==> config.mk <==
export PLATFORM = sky130hd
export DESIGN_NAME = div_tc_16_16
export DESIGN_NICKNAME = d
export VERILOG_FILES = /design/src/rtl/div_pkg.sv /design/src/rtl/div_tc_16_16_step.sv /design/src/rtl/div_tc_16_16.sv
export SDC_FILE = /design/constraint.sdc
export NUM_CORES = 1
export LEC_CHECK = 0
export BUFFER_PORTS_ARGS = -buffer_cell sky130_fd_sc_hd__buf_4
export CAP_MARGIN = 5
export CORE_MARGIN = 2
export CORE_UTILIZATION = 53
export CTS_BUF_LIST = sky130_fd_sc_hd__clkbuf_2 sky130_fd_sc_hd__clkbuf_4 sky130_fd_sc_hd__clkbuf_8
export DETAILED_ROUTE_END_ITERATION = 10
export GPL_ROUTABILITY_DRIVEN = 0
export PLACE_DENSITY = 0.73
export SYNTH_ARGS = -nofsm -noshare
export SYNTH_HDL_FRONTEND = slang
export SYNTH_SLANG_ARGS = --single-unit
==> constraint.sdc <==
create_clock -name clk -period 5.5 [get_ports clk]
set_clock_uncertainty 0.05 [all_clocks]
set_input_delay 0.55 -clock clk [delete_from_list [all_inputs] [get_ports clk]]
set_output_delay 0.55 -clock clk [all_outputs]
set_load 0.02 [all_outputs]
==> src/rtl/div_pkg.sv <==
// rtl/div_pkg.sv - shared types, widths and helpers for the signed 16/16 divider
package div_pkg;

    localparam int W     = 16;
    localparam int CNT_W = 5;

    typedef enum logic [1:0] {
        IDLE = 2'd0,
        CALC = 2'd1,
        FIX  = 2'd2,
        DONE = 2'd3
    } state_t;

    // Two's-complement negation at operand width.
    function automatic logic [W-1:0] neg_val(input logic [W-1:0] v);
        return (~v) + {{(W-1){1'b0}}, 1'b1};
    endfunction

    // Magnitude as an unsigned value; the most negative input maps to 16'h8000.
    function automatic logic [W-1:0] abs_val(input logic [W-1:0] v);
        return v[W-1] ? neg_val(v) : v;
    endfunction

endpackage

==> src/rtl/div_tc_16_16_step.sv <==
// rtl/div_tc_16_16_step.sv - one combinational restoring-division iteration
module div_step
    import div_pkg::*;
(
    input  logic [W:0]   i_rem,
    input  logic         i_bit,
    input  logic [W-1:0] i_mag_b,
    output logic [W:0]   o_rem,
    output logic         o_q_bit
);

    logic [W+1:0] w_shift;
    logic [W:0]   w_trial;
    logic         w_ge;

    // Shift in the next dividend bit, subtract the divisor and keep the result only if it did not go negative.
    always_comb begin
        w_shift = {i_rem, i_bit};
        w_ge    = (w_shift >= {2'b00, i_mag_b});
        w_trial = w_shift[W:0] - {1'b0, i_mag_b};
        o_rem   = w_ge ? w_trial : w_shift[W:0];
        o_q_bit = w_ge;
    end

endmodule

==> src/rtl/div_tc_16_16.sv <==
// rtl/div_tc_16_16.sv - sequential signed 16/16 restoring divider with valid/ready handshakes
module div_tc_16_16
    import div_pkg::*;
(
    input  logic         clk,
    input  logic         rst,
    input  logic         in_valid,
    output logic         in_ready,
    input  logic [W-1:0] dividend,
    input  logic [W-1:0] divisor,
    output logic         out_valid,
    input  logic         out_ready,
    output logic [W-1:0] quotient,
    output logic [W-1:0] remainder,
    output logic         div_by_zero
);

    state_t             r_state;
    state_t             w_state_next;
    logic [CNT_W-1:0]   r_count;
    logic [W:0]         r_rem;
    logic [W-1:0]       r_qa;
    logic [W-1:0]       r_mag_b;
    logic [W-1:0]       r_dividend;
    logic               r_sign_q;
    logic               r_sign_r;
    logic               r_dz;
    logic [W-1:0]       r_quotient;
    logic [W-1:0]       r_remainder;
    logic               r_div_by_zero;

    logic [W:0]         w_rem_next;
    logic               w_q_bit;

    // r_qa starts as |dividend| and its MSB feeds the step; quotient bits shift in at the LSB.
    div_step u_step (
        .i_rem   (r_rem),
        .i_bit   (r_qa[W-1]),
        .i_mag_b (r_mag_b),
        .o_rem   (w_rem_next),
        .o_q_bit (w_q_bit)
    );

    // State register.
    always_ff @(posedge clk or posedge rst) begin
        if (rst) begin
            r_state <= IDLE;
        end else begin
            r_state <= w_state_next;
        end
    end

    // Next-state logic and handshake outputs.
    always_comb begin
        w_state_next = r_state;
        in_ready     = 1'b0;
        out_valid    = 1'b0;
        case (r_state)
            IDLE: begin
                in_ready = 1'b1;
                if (in_valid) begin
                    w_state_next = CALC;
                end
            end
            CALC: begin
                if (r_count == CNT_W'(W - 1)) begin
                    w_state_next = FIX;
                end
            end
            FIX: begin
                w_state_next = DONE;
            end
            DONE: begin
                out_valid = 1'b1;
                if (out_ready) begin
                    w_state_next = IDLE;
                end
            end
            default: begin
                w_state_next = IDLE;
            end
        endcase
    end

    // Operand capture, iteration datapath and sign-corrected result registers.
    always_ff @(posedge clk or posedge rst) begin
        if (rst) begin
            r_count       <= '0;
            r_rem         <= '0;
            r_qa          <= '0;
            r_mag_b       <= '0;
            r_dividend    <= '0;
            r_sign_q      <= 1'b0;
            r_sign_r      <= 1'b0;
            r_dz          <= 1'b0;
            r_quotient    <= '0;
            r_remainder   <= '0;
            r_div_by_zero <= 1'b0;
        end else begin
            case (r_state)
                IDLE: begin
                    if (in_valid) begin
                        r_sign_q   <= dividend[W-1] ^ divisor[W-1];
                        r_sign_r   <= dividend[W-1];
                        r_qa       <= abs_val(dividend);
                        r_mag_b    <= abs_val(divisor);
                        r_dz       <= (divisor == '0);
                        r_dividend <= dividend;
                        r_rem      <= '0;
                        r_count    <= '0;
                    end
                end
                CALC: begin
                    r_rem   <= w_rem_next;
                    r_qa    <= {r_qa[W-2:0], w_q_bit};
                    r_count <= r_count + 1'b1;
                end
                FIX: begin
                    if (r_dz) begin
                        r_quotient    <= '1;
                        r_remainder   <= r_dividend;
                        r_div_by_zero <= 1'b1;
                    end else begin
                        r_quotient    <= r_sign_q ? neg_val(r_qa) : r_qa;
                        r_remainder   <= r_sign_r ? neg_val(r_rem[W-1:0]) : r_rem[W-1:0];
                        r_div_by_zero <= 1'b0;
                    end
                end
                default: begin
                end
            endcase
        end
    end

    assign quotient    = r_quotient;
    assign remainder   = r_remainder;
    assign div_by_zero = r_div_by_zero;

endmodule

==> results.toml <==
[critical_path]
worst_path_max_delay_cell = "sky130_fd_sc_hd__a221oi_2"
worstReg2RegStart = "r_qa[15]"
timing.critical_path.arrival_ns = 3.16
reg2reg_setup_slack_ns = 2.57
timing.critical_path.max_delay_family = "compound AO/OA/AOI/OAI gates"
cp-startpoint = "r_qa[15]"
timing.critical_path.cells = "inv_1 > ha_1 > inv_1 > fa_1 > a21o_1 > a221oi_2 > a211oi_1 > o21ai_0 > o2bb2ai_1 > xor2_1 > o21ai_0"
cp-endpoint = "r_rem[14]"
instance_count_on_the_critical_path = 11
timing.critical_path.slowest_cell_delay_ns = 0.45
regToRegEndpoint = "r_rem[14]"
worst-endpoint-required_ns = 5.73
setup.worst_path.class = "flip-flop to flip-flop"
buffers_plus_inverters_on_the_worst_setup_path = 2
largest_fanout_of_any_net_on_the_critical_path = 4
critPathCaptureType = "flip-flop"
critPathLaunchType = "flip-flop"
rr_worst_depth = 11

[logic_synthesis]
synth_compound_area_frac = 0.194
netlist_area_um2 = 6590
synth_top_family_by_area = "compound AO/OA/AOI/OAI gates"
syn-num-nets = 774
synth_enable_flop_cells = 0
yosys_register_bits = 107
yosys_warnings = 0
synth.mux.area_fraction = 0.0697
netlist_instances = 711
synth_area_in_xor_xnor = 0.0864
synth-adder-area-share = 0.0524
yosys.cell_types.count = 67
top_flip_flop_cell_by_instance_count_after_synthesis = "sky130_fd_sc_hd__dfrtp_1"
synth_area_per_cell_um2 = 9.27
ys_async_sr_fraction = 1.00
synth.yosys.seq_area_share = 0.406
yosys.area_share.simple = 0.146

[die]
die_w_um = 116
num_io_pins = 71
die_height_um = 116
initial_core_util = 0.546
rows = 40
core-area_um2 = 12100
design.die.area_um2 = 13300

[timing]
slew-limit-headroom = 0.279
fmax_mhz = 341
fin_crit_sh = 0.533
timing_hold_violations_final = 0
rsz0062_at_grt = "no"
worst_slew_pin_slew_ns = 1.08
setup_tns_ns = 0
post-route-min-period_ns = 2.93
final_max_slew_violation_count = 0
fin_ws_ns = 2.57
final-setup-viol-count = 0

[clocking]
cts.sinks = 107
post_cts.resized_instances = 0
tritoncts = "done"
postCtsSetupRepairBufs = 0
worst_setup_hold_path_clk_slew_ns = 0.11
clk-insertion-delay-late_ns = 0.39
cts-htree-levels = 3
cts_root_buf = "sky130_fd_sc_hd__clkbuf_8"
cts_buffers = 9
holdBufCountCts = 0
max-clock-path-buffers = 2

[run]
cap_viol_max_count = 0

[detailed_routing]
postRouteAntennaNets = 0
drt_wl_total_um = 15600
drt_first_iter_violations = 459
first_pass_iters = 5
drcViolationCount = 0
routedWlPerCell_um = 16.7
vias = 5402
route.detailed.vias_per_inst = 5.78

[placement]
hpwl_um = 11300
placed_cells_incl_taps = 918
detailed_place.area_um2 = 7200
worst_setup_slack_after_placement_ns = 2.60
portBuffers = 70

[grt]
wire_length_of_the_first_global_routing_pass_um = 25500
first_global_vias = 5157
grt_usage = 0.245
largest_net_degree_at_the_start_of_global_routing = 63
overflow = 0
antenna_violations_before_repair = 1

[cells_and_area]
n_fill_cell = 1012
antenna_cells = 0
layout.nets = 824
final_cell_area_um2 = 7440
area.growth.synth_to_final_pct = 12.9
layout-drive-gt1-share = 0.185
layout.cells.non_filler = 934

[min_path]
min_path_type = "input port to async pin"

[power]
pwr-share-seq = 0.312
p_per_area_nw_per_um2 = 618
p_leak_nw = 3.28
power_report.internal_total_w = 0.00254
power.combinational.fraction = 0.558
power.switching_w = 0.00206
power.switching_fraction = 0.448
worst_ir_drop_vdd_mv = 0.257
clk_pwr_share = 0.130

[status]
result_of_the_run = "complete, no violations"
[layer usage]
layer / track usage / routed length [um] / up-vias / share of wire
met1: 0.319 / 6820 / 2577 / 0.44
met4: 0.103 / 456 / 2 / 0.029
met3: 0.0387 / 847 / 37 / 0.054
li1: - / - / 2618 / -
met5: 0 / 13 / - / 0.00084
met2: 0.407 / 7420 / 168 / 0.48
[placed cells by master, fill, tap and decap left out, types with 4 or more instances in the layout]
cell and instances:
sky130_fd_sc_hd__nor2b_1 4, sky130_fd_sc_hd__dfrtp_1 107, sky130_fd_sc_hd__a32oi_1 7, sky130_fd_sc_hd__nor4_1 4, sky130_fd_sc_hd__o21a_1 4, sky130_fd_sc_hd__a22oi_1 10, sky130_fd_sc_hd__nor3_1 7, sky130_fd_sc_hd__nand2_1 75
sky130_fd_sc_hd__a21oi_1 39, sky130_fd_sc_hd__nand4_1 5, sky130_fd_sc_hd__clkbuf_8 9, sky130_fd_sc_hd__o41ai_1 5, sky130_fd_sc_hd__o31ai_1 17, sky130_fd_sc_hd__xor2_1 43, sky130_fd_sc_hd__nor2_1 53, sky130_fd_sc_hd__o21ai_2 4
sky130_fd_sc_hd__o22ai_1 7, sky130_fd_sc_hd__mux2_2 31, sky130_fd_sc_hd__inv_1 36, sky130_fd_sc_hd__mux2i_1 11, sky130_fd_sc_hd__o21ai_0 77, sky130_fd_sc_hd__nand2b_1 7, sky130_fd_sc_hd__nand3_1 11, sky130_fd_sc_hd__buf_4 73
sky130_fd_sc_hd__or3_1 12, sky130_fd_sc_hd__xnor2_1 22, sky130_fd_sc_hd__ha_1 25
[per-stage QoR]
stage | hold slack [ns] | power [W] | utilization
final | 0.163 | 0.00460 | 0.617
after global routing | 0.217 | 0.00496 | 0.617
after CTS | 0.204 | 0.00460 | 0.617
after detailed placement | 0.420 | 0.00400 | 0.597
after global placement | 0.413 | 0.00391 | 0.597
after floorplan | 0.399 | 0.00333 | -
[power by group through the flow]
stage	combinational, W	sequential [W]	clock [W]
2_1_floorplan	0.00184	0.00149	0
3_3_place_gp	0.00248	0.00143	0
3_5_place_dp	0.00254	0.00145	0
4_1_cts	0.00256	0.00143	0.000602
5_1_grt	0.00284	0.00149	0.000633
6_report	0.00257	0.00144	0.000599
[cells in the mapped netlist (5+ instances only)]
cell / count / area, um2
sky130_fd_sc_hd__a21oi_1: 39 / 195
sky130_fd_sc_hd__a22oi_1: 10 / 75.1
sky130_fd_sc_hd__a32oi_1: 7 / 61.3
sky130_fd_sc_hd__buf_1: 6 / 22.5
sky130_fd_sc_hd__clkbuf_1: 23 / 86.3
sky130_fd_sc_hd__dfrtp_1: 107 / 2680
sky130_fd_sc_hd__ha_1: 26 / 325
sky130_fd_sc_hd__inv_1: 37 / 139
sky130_fd_sc_hd__mux2_2: 31 / 349
sky130_fd_sc_hd__mux2i_1: 11 / 110
sky130_fd_sc_hd__nand2_1: 75 / 282
sky130_fd_sc_hd__nand2b_1: 7 / 43.8
sky130_fd_sc_hd__nand3_1: 11 / 55.1
sky130_fd_sc_hd__nand4_1: 5 / 31.3
sky130_fd_sc_hd__nor2_1: 53 / 199
sky130_fd_sc_hd__nor3_1: 7 / 35.0
sky130_fd_sc_hd__o21ai_0: 78 / 390
sky130_fd_sc_hd__o22ai_1: 7 / 43.8
sky130_fd_sc_hd__o31ai_1: 17 / 128
sky130_fd_sc_hd__o41ai_1: 5 / 43.8
sky130_fd_sc_hd__or3_1: 12 / 75.1
sky130_fd_sc_hd__xnor2_1: 22 / 193
sky130_fd_sc_hd__xor2_1: 43 / 377
[layout make-up]
cell class	count	area, um2	share of cell area
inverters	37	141	0.0190
multi-input cells	533	3620	0.487
flip-flops and latches	107	2680	0.360
clock inverters	6	111	0.0150
repair buffers	73	548	0.0737
well taps	168	210	0.0283
clock buffers	10	131	0.0177
[cells by family after synthesis]
| group | Yosys count |
|---|---|
| simple gates | 200 |
| compound gates | 199 |
| flops | 107 |
| buf+inv | 71 |
| xor+xnor | 65 |
| mux | 42 |
| fa+ha+maj | 27 |
[worst min path at each step]
stage / startpoint / to / depth (start not counted)
final: rst / r_state[1] / 2
after global routing: rst / r_state[1] / 2
after CTS: rst / r_count[3] / 2
after detailed placement: r_mag_b[4] / r_mag_b[4] / 2
after global placement: r_mag_b[15] / r_mag_b[15] / 2
after floorplan: r_mag_b[15] / r_mag_b[15] / 2
[worst reg2reg max path: cells and delay by family, from the launching register on]
family                     cells  cell delay, ns
adders and majority gates      2            0.57
xor gates and xnor gates       1            0.16
buffers and inverters          2            0.17
DFF                            1            0.41
AOI/OAI and AO/OA              6            1.48
[state kept, by name, summed over array words and instances (netlist names)]
name and cells:
div_by_zero 1, quotient 16, r_count 5, r_dividend 16
r_dz 1, r_mag_b 16, r_qa 16, r_rem 17
r_sign_q 1, r_state 2, remainder 16
Note: power is estimated with default switching activity, not from simulation.
